`src/rtl/gps_pkg.sv`:
```
`default_nettype none
// +----------------------------------------------------------------+
// | gps_pkg: shared constants, types and helpers for GPS blocks     |
// | Rev 1.0                                                         |
// +----------------------------------------------------------------+
package gps_pkg;

  localparam int CA_CODE_LEN = 1023;

  // Signed width that holds +/-(len*spc) without overflow.
  function automatic int corr_width(input int len, input int spc);
    return $clog2(len * spc + 1) + 1;
  endfunction

  typedef enum logic [0:0] {
    IDLE      = 1'b0,
    INTEGRATE = 1'b1
  } corr_state_t;

endpackage : gps_pkg
`default_nettype wire

```
`src/rtl/corr_hold_reg.sv`:
```
`default_nettype none
// +----------------------------------------------------------------+
// | corr_hold_reg: valid/ready result holding register, overrun     |
// | Rev 1.0                                                         |
// +----------------------------------------------------------------+
module corr_hold_reg #(
  parameter int W = 11
) (
  input  logic         clk,
  input  logic         rst,
  input  logic         i_load,
  input  logic [W-1:0] i_data,
  input  logic         i_ready,
  input  logic         i_clear,
  output logic [W-1:0] o_data,
  output logic         o_valid,
  output logic         o_overrun
);

  logic [W-1:0] r_data;
  logic         r_valid;
  logic         r_overrun;
  logic         w_accept;

  // A load is accepted when the slot is empty or being drained this very cycle.
  assign w_accept = !r_valid || i_ready;

  always_ff @(posedge clk) begin
    if (!rst) begin
      r_data    <= '0;
      r_valid   <= 1'b0;
      r_overrun <= 1'b0;
    end else begin
      if (i_clear) begin
        r_overrun <= 1'b0;
      end
      if (i_load) begin
        if (w_accept) begin
          r_data  <= i_data;
          r_valid <= 1'b1;
        end else begin
          r_overrun <= 1'b1;
        end
      end else if (r_valid && i_ready) begin
        r_valid <= 1'b0;
      end
    end
  end

  assign o_data    = r_data;
  assign o_valid   = r_valid;
  assign o_overrun = r_overrun;

endmodule : corr_hold_reg
`default_nettype wire

```
`src/rtl/ca_correlator.sv`:
```
`default_nettype none
// +----------------------------------------------------------------+
// | ca_correlator: 1-bit C/A integrate-and-dump correlator          |
// | Rev 1.0                                                         |
// +----------------------------------------------------------------+
module ca_correlator
  import gps_pkg::*;
#(
  parameter int CODE_LEN         = CA_CODE_LEN,
  parameter int SAMPLES_PER_CHIP = 1,
  parameter int ACC_W            = corr_width(CODE_LEN, SAMPLES_PER_CHIP)
) (
  input  logic             clk,
  input  logic             rst,
  input  logic             en,
  input  logic             sample,
  input  logic             chip,
  input  logic             epoch,
  output logic [ACC_W-1:0] result,
  output logic             result_valid,
  input  logic             result_ready,
  output logic             overrun,
  input  logic             clear_overrun,
  output logic             sync_err
);

  localparam int c_MAX   = CODE_LEN * SAMPLES_PER_CHIP;
  localparam int c_CNT_W = $clog2(c_MAX + 1);

  corr_state_t        r_state;
  logic [ACC_W-1:0]   r_acc;
  logic [c_CNT_W-1:0] r_cnt;
  logic               r_sync_err;

  logic [ACC_W-1:0]   w_d;
  logic               w_dump;

  assign w_d    = (sample == chip) ? ACC_W'(1) : {ACC_W{1'b1}};
  assign w_dump = en && epoch && (r_state == INTEGRATE);

  always_ff @(posedge clk) begin
    if (!rst) begin
      r_state    <= IDLE;
      r_acc      <= '0;
      r_cnt      <= '0;
      r_sync_err <= 1'b0;
    end else begin
      // Clear first so a same-cycle sync loss below takes priority.
      if (clear_overrun) begin
        r_sync_err <= 1'b0;
      end
      if (en) begin
        case (r_state)
          IDLE: begin
            if (epoch) begin
              r_acc   <= w_d;
              r_cnt   <= c_CNT_W'(1);
              r_state <= INTEGRATE;
            end
          end
          INTEGRATE: begin
            if (epoch) begin
              r_acc <= w_d;
              r_cnt <= c_CNT_W'(1);
            end else if (r_cnt == c_CNT_W'(c_MAX)) begin
              r_sync_err <= 1'b1;
              r_acc      <= '0;
              r_cnt      <= '0;
              r_state    <= IDLE;
            end else begin
              r_acc <= r_acc + w_d;
              r_cnt <= r_cnt + c_CNT_W'(1);
            end
          end
          default: r_state <= IDLE;
        endcase
      end
    end
  end

  corr_hold_reg #(
    .W (ACC_W)
  ) u_hold (
    .clk       (clk),
    .rst       (rst),
    .i_load    (w_dump),
    .i_data    (r_acc),
    .i_ready   (result_ready),
    .i_clear   (clear_overrun),
    .o_data    (result),
    .o_valid   (result_valid),
    .o_overrun (overrun)
  );

  assign sync_err = r_sync_err;

endmodule : ca_correlator
`default_nettype wire

```
`config.mk`:
```
export PLATFORM = sky130hd
export DESIGN_NAME = ca_correlator
export DESIGN_NICKNAME = d
export VERILOG_FILES = /design/src/rtl/gps_pkg.sv /design/src/rtl/corr_hold_reg.sv /design/src/rtl/ca_correlator.sv
export SDC_FILE = /design/constraint.sdc
export NUM_CORES = 1
export LEC_CHECK = 0
export BUFFER_PORTS_ARGS = -buffer_cell sky130_fd_sc_hd__buf_2
export CORE_MARGIN = 2
export CORE_UTILIZATION = 52
export CTS_CLUSTER_SIZE = 8
export DETAILED_ROUTE_END_ITERATION = 6
export MAX_ROUTING_LAYER = met4
export PLACE_DENSITY = 0.74
export SETUP_SLACK_MARGIN = 0.2
export SYNTH_ARGS = -nofsm -noshare
export SYNTH_HDL_FRONTEND = slang
export SYNTH_SLANG_ARGS = --single-unit
```
`constraint.sdc`:
```
create_clock -name clk -period 2.7 [get_ports clk]
set_input_delay 0.54 -clock clk [delete_from_list [all_inputs] [get_ports clk]]
set_output_delay 0.54 -clock clk [all_outputs]
set_load 0.02 [all_outputs]
```
==> results.sh <==
export IMPL_hp_start="r_cnt[1]"
export IMPL_drt_initial_drc_count=183
export IMPL_peakVddDrop_v=0.000255
export IMPL_dp_cells=301
export IMPL_avgSynthCellArea_um2=8.66
export IMPL_dr_pass1_iters=4
export IMPL_final_cells=309
export IMPL_timing_rr_end="r_acc[10]"
export IMPL_insertion_delay_ns=0.29
export IMPL_placed_area_mm2=0.00219
export IMPL_start_util_pct=55.3
export IMPL_crit_path_end_kind="flop"
export IMPL_p_leak_nw=0.911
export IMPL_ys_warn_count=0
export IMPL_crit_path_cell_trace="buf_2 -> xnor2_1 -> inv_1 -> buf_4 -> ha_1 -> o211ai_1 -> o21ai_1 -> o311ai_1 -> xor2_1 -> a211oi_1"
export IMPL_area_delta_synth_final_pct=12.7
export IMPL_synth_largest_area_cell="dfxtp_1"
export IMPL_crit_required_ns=2.91
export IMPL_synthFlopType="dfxtp_1"
export IMPL_fin_area_mm2=0.00231
export IMPL_cp_slowest_cell="ha_1"
export IMPL_gp_congestion=0.926
export IMPL_synthArstFlopShare_pct=0
export IMPL_synth_seq_cells=36
export IMPL_dp_hpwl_um=3080
export IMPL_criticalPathCategory="primary input to flop"
export IMPL_syn_area_mm2=0.00205
export IMPL_synth_area_top_cells="dfxtp_1 35%, ha_1 6.7%, mux2i_1 6.3%"
export IMPL_grt_pass1_wl_um=7230
export IMPL_grt_max_degree=32
export IMPL_root_buffer="clkbuf_8"
export IMPL_slew_headroom_pct=64.4
export IMPL_grt_pass1_vias=1638
export IMPL_vias=1757
export IMPL_cpLargestDelayFamily="compound AO/OA/AOI/OAI gates"
export IMPL_reg2reg_from="r_acc[0]"
export IMPL_core_area_mm2=0.00372
export IMPL_crit_path_start="chip"
export IMPL_cts_reportedPaths_clkPinSlew_ns=0.08
export IMPL_cpPeakStageDelay_ns=0.37
export IMPL_powerDensity_mw_per_mm2=581
export IMPL_finalHoldViolCount=0
export IMPL_hold_path_class="flop to flop"
export IMPL_cp_num_buf_inv=3
export IMPL_synth_distinct_cells=47
export IMPL_startpoint_type="primary input"
export IMPL_grt_overflow_total=0
export IMPL_cts_setup_buffers=0
export IMPL_post_drt_wl_per_cell_um=13.8
export IMPL_cts_tree="done"
export IMPL_reg2reg_depth=7
export IMPL_max_freq_mhz=446
export IMPL_drive_above_1_share_pct=14.2
export IMPL_rsz0062_at_grt="false"
export IMPL_die_h_um=66.8
export IMPL_fp_dieW_um=66.8
export IMPL_hold_buffers=0
export IMPL_die_area_mm2=0.00447
export IMPL_synth_seq_area_share_pct=35.1
export IMPL_finClkSkew_ns=0.0103
export IMPL_setup_tns_final_ns=0
export IMPL_synth_top_cell_area_share_pct=35.1
export IMPL_clock_sinks=36
export IMPL_synthCells=237
export IMPL_arrival_ns=2.45
export IMPL_crit_path_max_fanout=8
export IMPL_numCtsBuffers=5
export IMPL_reg2reg_slack_ns=0.73
export IMPL_ant_nets=0
export IMPL_routed_via_density=5.69
export IMPL_htreeDepth=2
export IMPL_grt_total_usage_pct=22.3
export IMPL_portBuffers=21
export IMPL_period_needed_ns=2.24
export IMPL_antenna_found_initial=0
export IMPL_fill_cells=340
export IMPL_syn_nets=257
export IMPL_finalSetupViolations=0
export IMPL_outcome="completed"
export IMPL_maxCapViolCount=0
export IMPL_hold_path_end="r_cnt[1]"
export IMPL_ctsResizeCount=0
export IMPL_synth_edf_count=0
export IMPL_drt_wl_total_um=4280
export IMPL_drv_slew=0
export IMPL_drc=0
export IMPL_ios=22
export IMPL_antenna_cells=0
export IMPL_hold_path_cell_count=2
export IMPL_post_route_period_util_pct=83.1
export IMPL_rows=22
export IMPL_cts_buffer_depth=2
export IMPL_worst_pin_slew_ns=0.531
export IMPL_finalPower_mw=1.34
export IMPL_finalNetCount=280
cell usage in the layout, fill, tap and decap left out, types with 2 or more instances in the layout:
cell type / n
a21oi_1: 15
o21a_1: 6
inv_1: 9
nor2_1: 18
nand3b_1: 3
nand2_1: 13
a211oi_1: 3
dfxtp_1: 36
mux2i_1: 13
o21ai_1: 2
ha_1: 11
o2111ai_1: 2
nand4_1: 5
nand2b_1: 3
a31oi_1: 2
and2_1: 5
nor3_1: 3
xor2_1: 5
nand3_1: 7
o21ai_0: 15
a21boi_0: 4
xnor2_1: 8
o211ai_1: 5
nor2b_1: 15
buf_4: 4
clkbuf_8: 7
a21o_1: 3
buf_2: 21
kinds of logic (layout without fill, tap and decap cells):
kind of cell | Yosys count | after routing | share of synthesized area, %
AO/OA/AOI/OAI | 67 | 67 | 20.9
XOR/XNOR | 13 | 13 | 5.55
adder cells (fa/ha/maj) | 12 | 12 | 7.68
buffers and inverters | 18 | 42 | 4.63
flip-flops | 36 | 36 | 35.1
multiplexers | 13 | 13 | 6.34
AND/OR/NAND/NOR | 78 | 78 | 19.8
worst max path at each step:
stage	endpoint	slack, ns	cells past startpoint
6_report	r_acc[7]	0.46	10
5_1_grt	r_acc[7]	0.22	10
4_1_cts	r_acc[7]	0.47	10
3_5_place_dp	r_acc[7]	0.17	10
3_3_place_gp	r_acc[7]	0.22	10
2_1_floorplan	r_acc[7]	0.23	8
synth_stat cells (all sizes together), types with 2 or more instances:
| cell | count |
|---|---|
| clkbuf | 4 |
| and2 | 6 |
| inv | 9 |
| dfxtp | 36 |
| a21oi | 15 |
| buf | 5 |
| nand4 | 5 |
| o2111ai | 2 |
| o21ai | 18 |
| xnor2 | 8 |
| xor2 | 5 |
| nor3 | 3 |
| a211oi | 3 |
| and3 | 2 |
| nor2 | 18 |
| nand3b | 3 |
| a31oi | 2 |
| a21o | 3 |
| ha | 11 |
| mux2i | 13 |
| o21a | 6 |
| nor2b | 15 |
| a21boi | 5 |
| nand2 | 13 |
| nand2b | 3 |
| nand3 | 7 |
| o211ai | 5 |
where the power goes:
group	leakage, nW	switching, mW	internal (mW)	total (mW)
clock network	0.0645	0.194	0.326	0.520
logic	0.554	0.141	0.110	0.251
registers	0.293	0.0215	0.551	0.572
total	0.911	0.357	0.986	1.34
state kept, by name, indices dropped and copies added, names as in the netlist:
signal / flops
r_state: 1
u_hold.o_valid: 1
sync_err: 1
u_hold.o_overrun: 1
r_acc: 11
r_cnt: 10
u_hold.o_data: 11
area by class of cell:
cell class                      count  area [µm²]  area share, %
Multi-Input combinational cell    183        1240           53.5
Clock inverter                      1        30.0           1.30
Inverter                            9        33.8           1.46
Timing Repair Buffer               25         135           5.84
Tap cell                           48        60.1           2.60
Clock buffer                        7        96.3           4.16
Sequential cell                    36         721           31.2
tightest hold or removal path, stage by stage (launching register included):
cell     delay (ns)
dfxtp_1        0.34
nand2_1        0.07
a21oi_1        0.06
stage by stage:
stage          utilization [%]  hold slack, ns  worst slack [ns]
6_report                  62.3           0.508             0.456
5_1_grt                   62.3           0.531             0.216
4_1_cts                   62.3           0.504             0.471
3_5_place_dp              58.9           0.492             0.165
3_3_place_gp              58.9           0.484             0.221
2_1_floorplan                -           0.466             0.231
layer usage:
metal  vias to the layer above  share of wire [%]  global-route usage (%)
li1                        900                  -                       -
met1                       820                 48                    26.6
met2                        26                 46                    35.8
met3                        11                3.4                    5.24
met4                         0                2.9                    10.2
met5                         -                  0                       -
No activity file was read; power rests on OpenSTA's default activity.
